--- config.mk ---
export PLATFORM = sky130hd
export DESIGN_NAME = alu_pipe
export DESIGN_NICKNAME = d
export VERILOG_FILES = /design/src/rtl/alu_pkg.sv /design/src/rtl/alu_comb.sv /design/src/rtl/alu_pipe.sv
export SDC_FILE = /design/constraint.sdc
export NUM_CORES = 1
export LEC_CHECK = 0
export ABC_AREA = 1
export CORE_MARGIN = 4
export CORE_UTILIZATION = 64
export DETAILED_ROUTE_END_ITERATION = 10
export PLACE_DENSITY = 0.93
export RECOVER_POWER = 25
export SYNTH_ARGS = -nofsm -noshare
export SYNTH_HDL_FRONTEND = slang
export SYNTH_HIERARCHICAL = 1
export SYNTH_SLANG_ARGS = --single-unit
--- constraint.sdc ---
create_clock -name clk -period 9.73 [get_ports clk]
set_input_delay 1.946 -clock clk [delete_from_list [all_inputs] [get_ports clk]]
set_output_delay 1.946 -clock clk [all_outputs]
set_load 0.02 [all_outputs]
--- src/rtl/alu_pkg.sv ---
// rtl/alu_pkg.sv - opcodes, flag indices, FSM encoding and flag-mask helper for alu_pipe
package alu_pkg;

   localparam logic [2:0] OP_ADD    = 3'b000;
   localparam logic [2:0] OP_SUB    = 3'b001;
   localparam logic [2:0] OP_XOR    = 3'b010;
   localparam logic [2:0] OP_RED    = 3'b011;
   localparam logic [2:0] OP_SLL    = 3'b100;
   localparam logic [2:0] OP_SRA    = 3'b101;
   localparam logic [2:0] OP_ROR    = 3'b110;
   localparam logic [2:0] OP_PADDSB = 3'b111;

   localparam int FLAG_N = 2;
   localparam int FLAG_V = 1;
   localparam int FLAG_Z = 0;

   localparam logic [1:0] ST_IDLE  = 2'd0;
   localparam logic [1:0] ST_SHIFT = 2'd1;
   localparam logic [1:0] ST_DONE  = 2'd2;

   function automatic logic is_shift(input logic [2:0] op);
      return (op == OP_SLL) || (op == OP_SRA) || (op == OP_ROR);
   endfunction

   // Bit set = this flag takes the ALU value when the op completes.
   function automatic logic [2:0] flag_mask(input logic [2:0] op);
      logic [2:0] m;
      m = 3'b000;
      case (op)
         OP_ADD, OP_SUB:         m = 3'b111;
         OP_XOR, OP_SLL,
         OP_SRA, OP_ROR:         m[FLAG_Z] = 1'b1;
         default:                m = 3'b000;
      endcase
      return m;
   endfunction

endpackage

--- src/rtl/alu_comb.sv ---
// rtl/alu_comb.sv - single-cycle ALU results, one-bit shift/rotate step and overflow indication
module alu_comb
   import alu_pkg::*;
#(
   parameter int WIDTH = 16
) (
   input  logic [2:0]       op_i,
   input  logic [WIDTH-1:0] a_i,
   input  logic [WIDTH-1:0] b_i,
   input  logic [2:0]       step_op_i,
   input  logic [WIDTH-1:0] step_in_i,
   output logic [WIDTH-1:0] res_o,
   output logic             ovf_o,
   output logic [WIDTH-1:0] step_o
);

   localparam int NB = WIDTH / 8;
   localparam int NL = WIDTH / 4;
   localparam logic [WIDTH-1:0] SMAX = {1'b0, {(WIDTH-1){1'b1}}};
   localparam logic [WIDTH-1:0] SMIN = {1'b1, {(WIDTH-1){1'b0}}};

   logic [WIDTH:0]   add_w;
   logic [WIDTH:0]   sub_w;
   logic             add_ovf;
   logic             sub_ovf;
   logic [WIDTH-1:0] add_sat;
   logic [WIDTH-1:0] sub_sat;
   logic [WIDTH-1:0] red;
   logic [WIDTH-1:0] padd;
   logic [4:0]       lane;

   // One extra bit keeps the true sign, so it picks the clamp direction.
   assign add_w   = {a_i[WIDTH-1], a_i} + {b_i[WIDTH-1], b_i};
   assign sub_w   = {a_i[WIDTH-1], a_i} - {b_i[WIDTH-1], b_i};
   assign add_ovf = add_w[WIDTH] ^ add_w[WIDTH-1];
   assign sub_ovf = sub_w[WIDTH] ^ sub_w[WIDTH-1];
   assign add_sat = add_ovf ? (add_w[WIDTH] ? SMIN : SMAX) : add_w[WIDTH-1:0];
   assign sub_sat = sub_ovf ? (sub_w[WIDTH] ? SMIN : SMAX) : sub_w[WIDTH-1:0];

   always_comb begin
      red = '0;
      for (int i = 0; i < NB; i++) begin
         red = red + WIDTH'($signed(a_i[8*i +: 8])) + WIDTH'($signed(b_i[8*i +: 8]));
      end
   end

   always_comb begin
      padd = '0;
      lane = '0;
      for (int l = 0; l < NL; l++) begin
         lane = {a_i[4*l+3], a_i[4*l +: 4]} + {b_i[4*l+3], b_i[4*l +: 4]};
         if (lane[4] != lane[3]) begin
            padd[4*l +: 4] = lane[4] ? 4'h8 : 4'h7;
         end else begin
            padd[4*l +: 4] = lane[3:0];
         end
      end
   end

   always_comb begin
      res_o = a_i;
      ovf_o = 1'b0;
      case (op_i)
         OP_ADD: begin
            res_o = add_sat;
            ovf_o = add_ovf;
         end
         OP_SUB: begin
            res_o = sub_sat;
            ovf_o = sub_ovf;
         end
         OP_XOR:    res_o = a_i ^ b_i;
         OP_RED:    res_o = red;
         OP_PADDSB: res_o = padd;
         default:   res_o = a_i;
      endcase
   end

   always_comb begin
      step_o = step_in_i;
      case (step_op_i)
         OP_SLL:  step_o = {step_in_i[WIDTH-2:0], 1'b0};
         OP_SRA:  step_o = {step_in_i[WIDTH-1], step_in_i[WIDTH-1:1]};
         OP_ROR:  step_o = {step_in_i[0], step_in_i[WIDTH-1:1]};
         default: step_o = step_in_i;
      endcase
   end

endmodule

--- src/rtl/alu_pipe.sv ---
// rtl/alu_pipe.sv - handshaked execute-stage ALU with iterative shifter and {N,V,Z} flag register
module alu_pipe
   import alu_pkg::*;
#(
   parameter  int WIDTH = 16,
   localparam int SHW   = $clog2(WIDTH)
) (
   input  logic             clk,
   input  logic             rst,
   input  logic             in_valid,
   output logic             in_ready,
   input  logic [2:0]       op,
   input  logic [WIDTH-1:0] in1,
   input  logic [WIDTH-1:0] in2,
   output logic             out_valid,
   input  logic             out_ready,
   output logic [WIDTH-1:0] alu_out,
   output logic [2:0]       flag,
   input  logic             flag_wr,
   input  logic [2:0]       flag_wdata
);

   logic [1:0]       state_q, state_d;
   logic [SHW-1:0]   cnt_q, cnt_d;
   logic [WIDTH-1:0] sh_q, sh_d;
   logic [2:0]       op_q, op_d;
   logic [WIDTH-1:0] out_q, out_d;
   logic [2:0]       flag_q, flag_d;

   logic [WIDTH-1:0] res;
   logic             ovf;
   logic [WIDTH-1:0] step;
   logic             accept;
   logic [SHW-1:0]   shamt;
   logic [WIDTH-1:0] fin_val;
   logic             fin_ovf;
   logic [2:0]       fin_op;
   logic [2:0]       fin_mask;
   logic [2:0]       fresh;
   logic [2:0]       base_flag;
   logic [2:0]       merged_flag;

   alu_comb #(.WIDTH(WIDTH)) u_comb (
      .op_i      (op),
      .a_i       (in1),
      .b_i       (in2),
      .step_op_i (op_q),
      .step_in_i (sh_q),
      .res_o     (res),
      .ovf_o     (ovf),
      .step_o    (step)
   );

   assign in_ready  = !rst && ((state_q == ST_IDLE) || ((state_q == ST_DONE) && out_ready));
   assign accept    = in_valid && in_ready;
   assign shamt     = in2[SHW-1:0];
   assign out_valid = (state_q == ST_DONE);
   assign alu_out   = out_q;
   assign flag      = flag_q;

   // Completion value is the shifter output in SHIFT, otherwise the single-cycle result.
   always_comb begin
      fin_val = res;
      fin_ovf = ovf;
      fin_op  = op;
      if (state_q == ST_SHIFT) begin
         fin_val = step;
         fin_ovf = 1'b0;
         fin_op  = op_q;
      end
      fin_mask           = flag_mask(fin_op);
      fresh              = '0;
      fresh[FLAG_N]      = fin_val[WIDTH-1];
      fresh[FLAG_V]      = fin_ovf;
      fresh[FLAG_Z]      = (fin_val == '0);
      base_flag          = flag_wr ? flag_wdata : flag_q;
      merged_flag        = (fin_mask & fresh) | (~fin_mask & base_flag);
   end

   always_comb begin
      state_d = state_q;
      cnt_d   = cnt_q;
      sh_d    = sh_q;
      op_d    = op_q;
      out_d   = out_q;
      flag_d  = base_flag;
      case (state_q)
         ST_IDLE, ST_DONE: begin
            if (accept) begin
               if (is_shift(op) && (shamt != '0)) begin
                  sh_d    = in1;
                  cnt_d   = shamt;
                  op_d    = op;
                  state_d = ST_SHIFT;
               end else begin
                  out_d   = fin_val;
                  flag_d  = merged_flag;
                  state_d = ST_DONE;
               end
            end else if ((state_q == ST_DONE) && out_ready) begin
               state_d = ST_IDLE;
            end
         end
         ST_SHIFT: begin
            sh_d  = step;
            cnt_d = cnt_q - SHW'(1);
            if (cnt_q == SHW'(1)) begin
               out_d   = fin_val;
               flag_d  = merged_flag;
               state_d = ST_DONE;
            end
         end
         default: state_d = ST_IDLE;
      endcase
   end

   always_ff @(posedge clk) begin
      if (rst) begin
         state_q <= ST_IDLE;
         cnt_q   <= '0;
         sh_q    <= '0;
         op_q    <= '0;
         out_q   <= '0;
         flag_q  <= '0;
      end else begin
         state_q <= state_d;
         cnt_q   <= cnt_d;
         sh_q    <= sh_d;
         op_q    <= op_d;
         out_q   <= out_d;
         flag_q  <= flag_d;
      end
   end

endmodule

==> summary.md, run 1 <==
| Metric | Value |
|---|---|
| Starting DRT DRC Count | 1155 |
| Placed inst area | roughly 7000 um^2 |
| HP Start | alu_out[1] |
| Max Slew Vio Count | 0 |
| TritonCTS buffer count | 5 |
| ANT cells | 0 |
| Post-synthesis register bit count | 44 |
| Min Clock Period, post-route | 5913 ps |
| Most common cell after layout, fill and taps aside | nand2_1 |
| Final net count | 1249 |
| Vias in the first global route | 6570 |
| IO buf count | 63 |
| Fillers | between 800 and 900 |
| Number of enable flip-flop cells after synthesis | 0 |
| Starting Density | 66.13% |
| CP bufs+invs | 5 |
| PostCTS Resize Cnt | 0 |
| Final setup vio count | 0 |
| Slew at the pin with the worst max-slew slack | 1033 ps |
| Outcome | complete, no violations |
| Slew margin rel. | 31.15% |
| Critical path required time | 9980 ps |
| Post-route antenna net violation count | 0 |
| Post-Synthesis Cells | 1110 |
| Top Ports | 64 |
| CP most frequent cell | nand2_1 |
| Share of layout cells above drive strength 1 | 3.769% |
| Sequential share of the synthesized area | 13.56% |
| Gr ovfl total | 0 |
| CP Max Fanout | 6 |
| Core Footprint | between 9000 and 10000 um^2 |
| Die area | between 10000 and 15000 um^2 |
| Worst Hold Class | flop to flop |
| Max-cap violation count | 0 |
| First-pass GRT wire length | 32.75 mm |
| Mean post-synth cell area | 5.850 um^2 |
| Total clock sinks | 44 |
| Vias per cell | 5.845 |
| Synth-to-Final Area Change | 10.19% |
| Warnings from Yosys | 6 |
| Crit. Startpoint | in1[1] |
| Crit path cell chain | clkdlybuf4s50_1 > inv_1 > fa_1 > fa_1 > inv_1 > ha_1 > fa_1 > nand3_1 > nand2_1 > nand2_1 > a22oi_1 > o21ai_0 > nand2_1 > inv_1 > nand3_1 > nand2_1 > inv_1 > nand2_1 > nand2_1 > nor2_1 > nand2_1 > nor2_1 > nand2_1 > a21oi_1 |
| DR pass1 iterations | 7 |
| Max VDD drop | between 0.00007 and 0.00008 V |
| Row count | 36 |
| CP delay by family, top | adder cells |
| Crit path DAT | around 6200 ps |
| Highest-count cells in the layout ignoring fill and taps | 358 x nand2_1, 160 x inv_1, 109 x nor2_1, 98 x nand3_1, 62 x a21oi_1 |
| RD Place Congestion | 1.013 |
| CTS HTree Levels | 2 |
| Worst flop-to-flop path startpoint | state_q[0] |
| Design Area, Final | roughly 7000 um^2 |
| Asr flop ratio synth | 0% |
| # Post-CTS Setup Buffers | 0 |
| Largest net degree at the start of global routing | 44 |
| Syn nets | 1219 |
| Fmax | 169.1 MHz |
| Leakage | 3.741 nW |
| Crit-path max cell delay | between 600 and 700 ps |
| Height of the die | 108.7 um |
| Clk_lat worst skew | a little over 300 ps |
| Most common flop cell mapped by yosys | dfxtp_1 |
| Root Buffer | clkbuf_8 |
| Post-DP HPWL | 16.31 mm |
| Post-synthesis cell type count | 52 |
| RSZ-0062 raised after global routing | no |
| Hold-fix buffers, CTS | 0 |
| Total number of vias | approximately 7400 |
| Die width | 108.7 um |
| WL final | 20.74 mm |
| Antenna violations before repair | 0 |
| Clk slew on worst S/H paths | 90 ps |
| Endpoint class of the critical path | flop |
| Clock skew | around 6.3 ps |
| Setup TNS | 0 ps |
| Pwr dens | 116.7 nW/um^2 |
| R2R setup slack | 6960 ps |
| Final period util | 60.77% |
| GRT Resource Usage Total | 34.95% |
| Avg WL per Cell | between 15 and 20 um |
| Clock buffer depth | 2 |
| # DRC | 0 |
| CP Class | input port to flop |
| Hold Fails Final Rpt | 0 |
| Mapped Area | roughly 6500 um^2 |
| Worst Setup Start Kind | input port |
| TritonCTS clock tree | yes |
| Slowest cell on crit path | clkdlybuf4s50_1 |
==> metrics by stage <==
stage / worst slack, ps / total power, W / instances / hold slack [ps] / utilization (%)
after floorplan: 4848 / 0.0005520 / 1110 / 456.9 / -
after global placement: 3670 / 0.0006600 / 1266 / 473.2 / 71.64
after detailed placement: 3623 / 0.0006690 / 1266 / 477.1 / 71.64
after CTS: 3919 / 0.0008185 / 1274 / 489.6 / 72.87
after global routing: 3453 / 0.0008927 / 1274 / 507.1 / 72.87
final: 3817 / 0.0008350 / 1274 / 483.2 / 72.87
==> power by group <==
part	switching [W]	internal (W)	total (W)
clock network	0.0000704	0.0000841	0.000154
logic	0.000309	0.000169	0.000477
registers	0.00000999	0.000193	0.000203
total	0.000389	0.000446	0.000835
==> registers in the layout, summed over array words and instances (netlist names) <==
register and count:
sh_q 16, state_q 2, cnt_q 4, flag 3, op_q 3, alu_out 16
==> tightest hold or removal path, cell delays in order (launching register included) <==
cell and delay [ps]:
dfxtp_1 320, nand3_1 70, a21oi_1 60
==> cells in the mapped netlist, drive strengths merged (3+ instances only) <==
cell,n,share of area [%]
o211ai,6,0.69
fa,22,6.8
o221ai,14,1.9
inv,166,9.6
clkbuf,11,0.64
xnor2,3,0.40
nor3,6,0.54
nor2,111,6.6
o21bai,4,0.52
a21oi,68,5.8
nand3,99,7.8
or2,4,0.39
nand4,14,1.4
ha,44,8.5
dfxtp,44,14
buf,29,3.3
o22ai,7,0.67
xor2,22,3.0
o21ai,47,3.6
nand2,370,22
==> cell families after synthesis <==
kind of cell | share of synthesized area [%]
simple gates | 39.38
buf+inv | 13.58
compound gates | 14.68
fa+ha+maj | 15.26
flops | 13.56
xor+xnor | 3.372
mux | 0.1541
==> layer usage <==
layer	GRT usage, %	wire length [um]
met1	48.92	8523
met2	54.46	8920
met3	6.098	2550
met4	11.72	742
met5	0	0
==> final cells by class <==
class	instances	area, um^2	share of cell area [%]
tap	133	166.4	2.326
sequential	44	880.8	12.31
inverter	166	625.6	8.743
clock buffer	6	82.58	1.154
clock inverter	2	38.79	0.5421
timing repair buffer	63	630.6	8.813
multi-input combinational	860	4731	66.11
==> path summary, 6_finish.rpt <==
path / end / depth (start not counted)
max: flag[0] / 24
min: alu_out[1] / 2
max reg2reg: flag[0] / 8
min reg2reg: alu_out[1] / 2
(Power assumes the default switching activity.)
==> run 2: changes to the inputs <==
--- a/config.mk
+++ b/config.mk
@@ -7,9 +7,9 @@
 export LEC_CHECK = 0
 export ABC_AREA = 1
 export CORE_MARGIN = 4
-export CORE_UTILIZATION = 64
+export CORE_UTILIZATION = 60
 export DETAILED_ROUTE_END_ITERATION = 10
-export PLACE_DENSITY = 0.93
+export PLACE_DENSITY = 0.88
 export RECOVER_POWER = 25
 export SYNTH_ARGS = -nofsm -noshare
 export SYNTH_HDL_FRONTEND = slang
==> constraint.sdc (replaced) <==
create_clock -name clk -period 5.6 [get_ports clk]
set_input_delay 1.12 -clock clk [delete_from_list [all_inputs] [get_ports clk]]
set_output_delay 1.12 -clock clk [all_outputs]
set_load 0.02 [all_outputs]
==> run 2 against run 1 <==
Effect of this change: non-clock buffer count increased by 13; global-route usage decreased by 2.2 points; utilization decreased by 3.2 points; flip-flop and latch count unchanged; sequential power increased by 73%; via count decreased by 0.51%; final area increased by 1.4%; die area increased by 6.2%; critical endpoint unchanged.
==> summary.md, run 2 (synthesis gave the netlist of run 1 again) <==
| Metric | Value |
|---|---|
| Post-DP HPWL | 16.74 mm (was 16.31 mm) |
| CP Max Fanout | 5 (was 6) |
| Final net count | 1262 (was 1249) |
| Most common cell after layout, fill and taps aside | nand2_1 (unchanged) |
| TritonCTS buffer count | 5 (unchanged) |
| Crit path DAT | 5170 ps (was 6160 ps) |
| Slew margin rel. | 35.94% (was 31.15%) |
| RD Place Congestion | 1.037 (was 1.013) |
| First-pass GRT wire length | 33.82 mm (was 32.75 mm) |
| DR pass1 iterations | 6 (was 7) |
| Fillers | 986 (was 885) |
| Height of the die | 112.0 um (was 108.7 um) |
| Endpoint class of the critical path | flop (unchanged) |
| Post-route antenna net violation count | 0 (unchanged) |
| Hold-fix buffers, CTS | 0 (unchanged) |
| Min Clock Period, post-route | 4919 ps |
| Core Footprint | 10420 um^2 (was 9819 um^2) |
| Clk_lat worst skew | 310 ps (about the same) |
| TritonCTS clock tree | yes (unchanged) |
| IO buf count | 63 (unchanged) |
| Synth-to-Final Area Change | 11.75% (was 10.19%) |
| Hold Fails Final Rpt | 0 (unchanged) |
| Worst Hold Class | flop to flop (unchanged) |
| Outcome | complete, no violations (unchanged) |
| PostCTS Resize Cnt | 0 (unchanged) |
| Critical path required time | 5850 ps (was 9980 ps) |
| Clk slew on worst S/H paths | 90 ps (about the same) |
| Antenna violations before repair | 1 (was 0) |
| Die area | 12550 um^2 (was 11820 um^2) |
| CP Class | input port to flop (unchanged) |
| Final setup vio count | 0 (unchanged) |
| Largest net degree at the start of global routing | 44 (unchanged) |
| R2R setup slack | 2750 ps (was 6960 ps) |
| Max Slew Vio Count | 0 (unchanged) |
| Worst flop-to-flop path startpoint | state_q[0] (unchanged) |
| Final core occ | 69.67% (was 72.87%) |
| HP Start | alu_out[0] (was alu_out[1]) |
| Vias in the first global route | 6795 (was 6570) |
| Top Ports | 64 (unchanged) |
| Fmax | between 200 and 250 MHz |
| Gr ovfl total | 0 (unchanged) |
| Vias per cell | 5.743 (was 5.845) |
| RR Endpoint | flag[0] (unchanged) |
| Share of layout cells above drive strength 1 | 4.853% (was 3.769%) |
| Row count | 37 (was 36) |
| RSZ-0062 raised after global routing | no (unchanged) |
| Die width | 112.0 um (was 108.7 um) |
| Max VDD drop | 0.0001508 V (was 0.00007604 V) |
| Avg WL per Cell | 16.38 um (was 16.28 um) |
| Starting Density | 62.34% (was 66.13%) |
| Clock skew | 9.563 ps (was 6.277 ps) |
| Max-cap violation count | 0 (unchanged) |
| ANT cells | 0 (unchanged) |
| Setup TNS | 0 ps (unchanged) |
| Highest-count cells in the layout ignoring fill and taps | 358 x nand2_1, 160 x inv_1, 109 x nor2_1, 98 x nand3_1, 62 x a21oi_1 (unchanged) |
| Pwr dens | 200.7 nW/um^2 (was 116.7 nW/um^2) |
| CTS HTree Levels | 2 (unchanged) |
| Hold depth | 2 (unchanged) |
| Clock buffer depth | 2 (unchanged) |
| Root Buffer | clkbuf_8 (unchanged) |
| Total clock sinks | 44 (unchanged) |
| Leakage | 3.806 nW (was 3.741 nW) |
| Hold Path Sink | alu_out[0] (was alu_out[1]) |
| Starting DRT DRC Count | 1092 (was 1155) |
| Total number of vias | 7408 (was 7446) |
| Pwr Total | 0.001456 W (was 0.0008350 W) |
| GRT Resource Usage Total | 32.75% (was 34.95%) |
| Worst Setup Start Kind | input port (unchanged) |
| Final period util | about 90% |
| Hold_ws | 481.1 ps (was 483.2 ps) |
| WL final | 21.13 mm (was 20.74 mm) |
| # Post-CTS Setup Buffers | 0 (unchanged) |
| Slew at the pin with the worst max-slew slack | 957.9 ps (was 1033 ps) |
| FF-to-FF path depth | 8 (unchanged) |
| # DRC | 0 (unchanged) |
run 2: changes by cell type in the layout (fill, tap and decap cells not counted), sizes merged:
| cell | delta |
|---|---|
| buf | +13 |
run 2: how the worst max path moves through the flow:
stage	to	from	slack, ps
6_report	flag[0]	in2[1]	680
5_1_grt	flag[0]	in1[4]	410
4_1_cts	flag[0]	in2[1]	770
3_5_place_dp	flag[0]	in2[1]	470
3_3_place_gp	flag[0]	in2[1]	510
2_1_floorplan	flag[0]	in2[1]	1540
run 2: final cells by class:
class,instances,area (um^2),share of cell area [%]
Tap cell,136,170.2,2.345
Timing Repair Buffer,76,728.2,10.03
Sequential cell,44,880.8,12.14
Multi-Input combinational cell,860,4731,65.19
Clock buffer,6,82.58,1.138
Inverter,166,625.6,8.621
Clock inverter,2,38.79,0.5345
run 2: routing by layer:
layer / part of all wire (%) / up-vias / global-route usage (%)
met4: 2.6 / 2 / 8.654
met5: 0.062 / - / 0
met1: 43 / 3312 / 48.29
met3: 11 / 58 / 5.445
met2: 43 / 434 / 49.68
li1: - / 3602 / -
run 2: worst max-delay path, cell delays in order:
cell             delay [ps]
clkdlybuf4s50_1         610
inv_1                   140
fa_1                    470
fa_1                    510
inv_1                    40
ha_1                    260
fa_1                    430
nand3_1                 110
nand2_1                 100
nand4_1                  90
nand3_1                  90
o21ai_0                 280
nand2_1                  90
inv_1                    70
nand4_1                 130
nand2_1                 100
nand2_1                 110
nor2_1                   90
nand2_1                  50
nor2_1                   90
nand2_1                  60
a21oi_1                 110
run 2: report_power, final:
part | internal [W] | switching [W]
Sequential | 0.000335 | 0.0000169
Clock | 0.000146 | 0.000117
Combinational | 0.000299 | 0.000542
run 2: stage by stage:
stage                     worst slack, ps  area [um^2]  cells
after floorplan                      1544         6494   1110
after global placement              506.3         7136   1282
after detailed placement            470.4         7136   1282
after CTS                           770.9         7257   1290
after global routing                407.4         7257   1290
final                               680.7         7257   1290
==> RTL change 1, RTL diff (settings of run 2) <==
Take the reset off `sh_q` and load it in a clocked block of its own.
--- a/src/rtl/alu_pipe.sv
+++ b/src/rtl/alu_pipe.sv
@@ -118,19 +118,21 @@
       if (rst) begin
          state_q <= ST_IDLE;
          cnt_q   <= '0;
-         sh_q    <= '0;
          op_q    <= '0;
          out_q   <= '0;
          flag_q  <= '0;
       end else begin
          state_q <= state_d;
          cnt_q   <= cnt_d;
-         sh_q    <= sh_d;
          op_q    <= op_d;
          out_q   <= out_d;
          flag_q  <= flag_d;
       end
    end
 
+   always_ff @(posedge clk) begin
+      sh_q <= sh_d;
+   end
+
 endmodule
 
Function: same outputs for any inputs over 4 cycles, from zero or initial values and one cycle with rst high; that may be too few to reach the edited logic, so the function may still have changed.
==> RTL change 1 against run 2 <==
- fmax fell by 0.50%
- cell area fell by 1.7%
- power fell by 1.5%
- non-clock buffer count fell by 2
- sequential cell count did not move
- setup slack got worse by 0.025 ns
- routed wire length fell by 3.6%
- synthesized area fell by 1.6%
==> RTL change 1: results (changes against run 2) <==
[outcome]
status = completed

[grt]
grt_pass1_wl_mm = 32.7  ; -3.4%
track_usage_pct = 32.3  ; -0.43 points
grt_pass1_vias = 6535  ; -3.8%

[route]
vias = 7152  ; -3.5%
via_per_inst = 5.78  ; +0.68%

[synth]
synth_compound_area_share_pct = 13.5  ; -1.2 points
synth_cell_types = 49  ; -5.8%
synthMuxAreaShare_pct = 0.509  ; +0.35 points
synth_edf_count = 16  ; +16
synth.top_cells.by_area = nand2_1, inv_1, dfxtp_1, ha_1, edfxtp_1
synth_commonest_cells = nand2_1, inv_1, nor2_1, nand3_1, ha_1
yosysSeqAreaShare_pct = 16.3  ; +2.7 points

[setup_path]
rr_worst_depth = 7  ; -1
reg2reg_slack_ns = 2.98  ; +0.23 ns
r2r-end = flag[1]$_SDFF_PP0_
critPathMaxStageDelay_ns = 0.68  ; +0.07 ns
critPathMaxFanout = 6  ; +1

[pwr]
combPwrFrac_pct = 57.7  ; about the same
p_sw_share_pct = 46.4  ; about the same
p_leak_nw = 3.75  ; -1.5%

[cells_and_area]
fin_nets = 1209  ; -4.2%

[sta]
maxSlewHeadroom_pct = 11.6  ; -24 points
period_share_pct = 88.3  ; +0.44 points
finClkSkew_ns = 0.0128  ; +0.00322 ns

[placement]
gp_congestion = 1.06  ; +2.5%
placedInstanceArea_um2 = 7040  ; -1.4%
place_ws_ns = 0.416  ; -0.0542 ns

==> RTL change 1: cell types whose count changed after synthesis, sizes merged, moves of 2 or more <==
cell	before	now
mux2	0	2
nand2	370	347
a21oi	68	46
edfxtp	0	16
nand3	99	81
nor2	111	118
dfxtp	44	28
clkbuf	11	7
a211oi	2	4
==> RTL change 1: logic make-up after synthesis <==
family | after synthesis
XOR/XNOR | 25
AND/OR/NAND/NOR | 576
flip-flops | 44
adder cells (fa/ha/maj) | 66
buffers and inverters | 201
multiplexers | 3
AO/OA/AOI/OAI | 139
==> RTL change 1: layout make-up <==
type                       count  area (um2)
multi-input combinational    809        4480
fill                         984        3230
sequential                    44        1040
timing repair buffer          74         713
inverter                     166         623
tap                          136         170
clock buffer                   6        93.8
clock inverter                 2        16.3
==> RTL change 1: worst min path at each step <==
stage	start	end	slack [ns]	cells past startpoint
after CTS	cnt_q[3]$_SDFFE_PP0P_	cnt_q[3]$_SDFFE_PP0P_	0.52	2
after floorplan	cnt_q[3]$_SDFFE_PP0P_	cnt_q[3]$_SDFFE_PP0P_	0.47	2
after detailed placement	alu_out[5]$_SDFFE_PP0P_	alu_out[5]$_SDFFE_PP0P_	0.49	2
after global placement	alu_out[8]$_SDFFE_PP0P_	alu_out[8]$_SDFFE_PP0P_	0.48	2
after global routing	alu_out[5]$_SDFFE_PP0P_	alu_out[5]$_SDFFE_PP0P_	0.55	2
final	alu_out[5]$_SDFFE_PP0P_	alu_out[5]$_SDFFE_PP0P_	0.51	2
==> RTL change 1: metal layers <==
layer / part of all wire (%) / global-route usage, % / vias to the layer above
li1: - / - / 3438
met1: 41 / 44.4 / 3156
met2: 43 / 48.9 / 490
met3: 12 / 7.26 / 68
met4: 4.3 / 13.4 / 0
met5: 0 / 0 / -
==> RTL change 2, RTL diff (flow settings as in run 2) <==
Without the edit above. `WIDTH` is set to 16 in 2 places; all go to 8.
--- a/src/rtl/alu_comb.sv
+++ b/src/rtl/alu_comb.sv
@@ -2,7 +2,7 @@
 module alu_comb
    import alu_pkg::*;
 #(
-   parameter int WIDTH = 16
+   parameter int WIDTH = 8
 ) (
    input  logic [2:0]       op_i,
    input  logic [WIDTH-1:0] a_i,
--- a/src/rtl/alu_pipe.sv
+++ b/src/rtl/alu_pipe.sv
@@ -2,7 +2,7 @@
 module alu_pipe
    import alu_pkg::*;
 #(
-   parameter  int WIDTH = 16,
+   parameter  int WIDTH = 8,
    localparam int SHW   = $clog2(WIDTH)
 ) (
    input  logic             clk,
Interface: changed (resized alu_out, in1 and in2); port bits go from 64 to 40. The function was not compared with the original's and may differ.
==> RTL change 2 against run 2 <==
- sequential power shrank 37%
- synthesized area shrank 51%
- setup slack gained 0.87 ns
- combinational power shrank 61%
- cell area shrank 51%
- power shrank 55%
- routed wire length shrank 59%
- sequential cell count shrank 17
- die area shrank 48%
==> RTL change 2: results (changes against run 2) <==
[route]
drt_iter0_markers = 281  ; -74%
wl_per_cell_um = 14.0  ; -15%
dr.pass1.iters = 5  ; -1

[synth]
syn_area_per_cell_um2 = 6.11  ; +4.5%
synth_commonest_cells = nand2_1, inv_1, nor2_1, nand3_1, dfxtp_1
synthesis.nets = 564  ; -54%
synth_fa_ha_area_share_pct = 9.04  ; -6.2 points
synthXorXnorAreaFrac_pct = 2.22  ; -1.2 points
yosysSeqAreaShare_pct = 17.1  ; +3.6 points
synthMuxAreaShare_pct = 0.674  ; +0.52 points
synth_compound_area_share_pct = 16.1  ; +1.5 points

[placement]
hpwl_mm = 6.95  ; -59%
gp_congestion = 0.977  ; -5.8%
port_buffers = 39  ; -38%

[cts]
clock_latency_ns = 0.27  ; -0.04 ns
numCtsBuffers = 3  ; -2

[floorplan]
initial_core_util_pct = 61.8  ; -0.58 points

[grt]
antenna_found_initial = 0  ; -1
grt_max_degree = 25  ; -43%
grt_pass1_vias = 3309  ; -51%

[sta]
maxSlewHeadroom_pct = 51.5  ; +16 points
finClkSkew_ns = 0.00409  ; -0.00548 ns

[pwr]
p_leak_nw = 1.80  ; -53%
ir_worst_vdd_uv = 83.5  ; -45%

[outcome]
status = completed

[cells_and_area]
fillers = 494  ; -50%
drive_gt1_share_pct = 10.1  ; +5.2 points

[setup_path]
critPathMaxFanout = 7  ; +2

==> RTL change 2: logic make-up after synthesis <==
family / after synthesis
multiplexers: 2
buffers and inverters: 87
AO/OA/AOI/OAI: 79
AND/OR/NAND/NOR: 292
adder cells (fa/ha/maj): 21
XOR/XNOR: 8
flip-flops: 27
==> RTL change 2: routing by layer <==
layer | track usage, % | wire (um) | vias to the layer above
met3 | 2.35 | 594 | 31
met2 | 51.2 | 4180 | 147
met4 | 11.5 | 296 | 0
li1 | - | - | 1732
met5 | 0 | 0 | -
met1 | 33.9 | 3560 | 1538
==> RTL change 2: metrics by stage <==
| step | worst slack, ns | area (um2) | total power, mW | hold slack, ns |
|---|---|---|---|---|
| CTS | 1.57 | 3570 | 0.659 | 0.530 |
| finish | 1.55 | 3570 | 0.661 | 0.523 |
| floorplan | 2.30 | 3150 | 0.464 | 0.464 |
| detailed placement | 1.31 | 3520 | 0.550 | 0.517 |
| global placement | 1.37 | 3520 | 0.544 | 0.510 |
| global route | 1.32 | 3570 | 0.711 | 0.560 |
==> RTL change 2: worst max-delay path: stages <==
cell and delay, ns:
clkdlybuf4s50_1 0.56, ha_1 0.22, inv_1 0.08, fa_1 0.44, nor2_1 0.16, nand2_2 0.08, nand3_2 0.11, inv_2 0.05
nand2_2 0.09, clkinv_2 0.09, nand3_4 0.14, nand2_1 0.09, o21ai_1 0.13, nand4_1 0.12, nand2_1 0.11, nand2_1 0.07
nor2_1 0.08, nand2_1 0.06, nor2_1 0.08, nand2_1 0.08, nand2_1 0.08, nand2_1 0.05, nand2_1 0.05, nor2_1 0.04
nor2_1 0.08
==> RTL change 2: worst paths after layout <==
path	slack (ns)	cells after the start	from	endpoint
worst min register to register	0.52	2	op_q[2]$_SDFFE_PP0P_	op_q[2]$_SDFFE_PP0P_
worst max register to register	3.37	15	op_q[2]$_SDFFE_PP0P_	flag[0]$_SDFF_PP0_
worst max-delay path	1.55	25	in1[4]	flag[0]$_SDFF_PP0_
worst min-delay path	0.52	2	op_q[2]$_SDFFE_PP0P_	op_q[2]$_SDFFE_PP0P_
==> RTL change 2: where the power goes <==
group          internal [mW]  switching [mW]  total, mW
clock                 0.0499          0.0623      0.112
sequential             0.208          0.0127      0.221
combinational          0.120           0.208      0.328
==> RTL change 2: final cells by class <==
| type | instances | share of cell area [%] |
|---|---|---|
| multi-input combinational | 402 | 62.1 |
| sequential | 27 | 15.2 |
| clock buffer | 3 | 1.16 |
| inverter | 75 | 8.07 |
| timing repair buffer | 39 | 10.9 |
| clock inverter | 1 | 0.140 |
| tap | 70 | 2.46 |
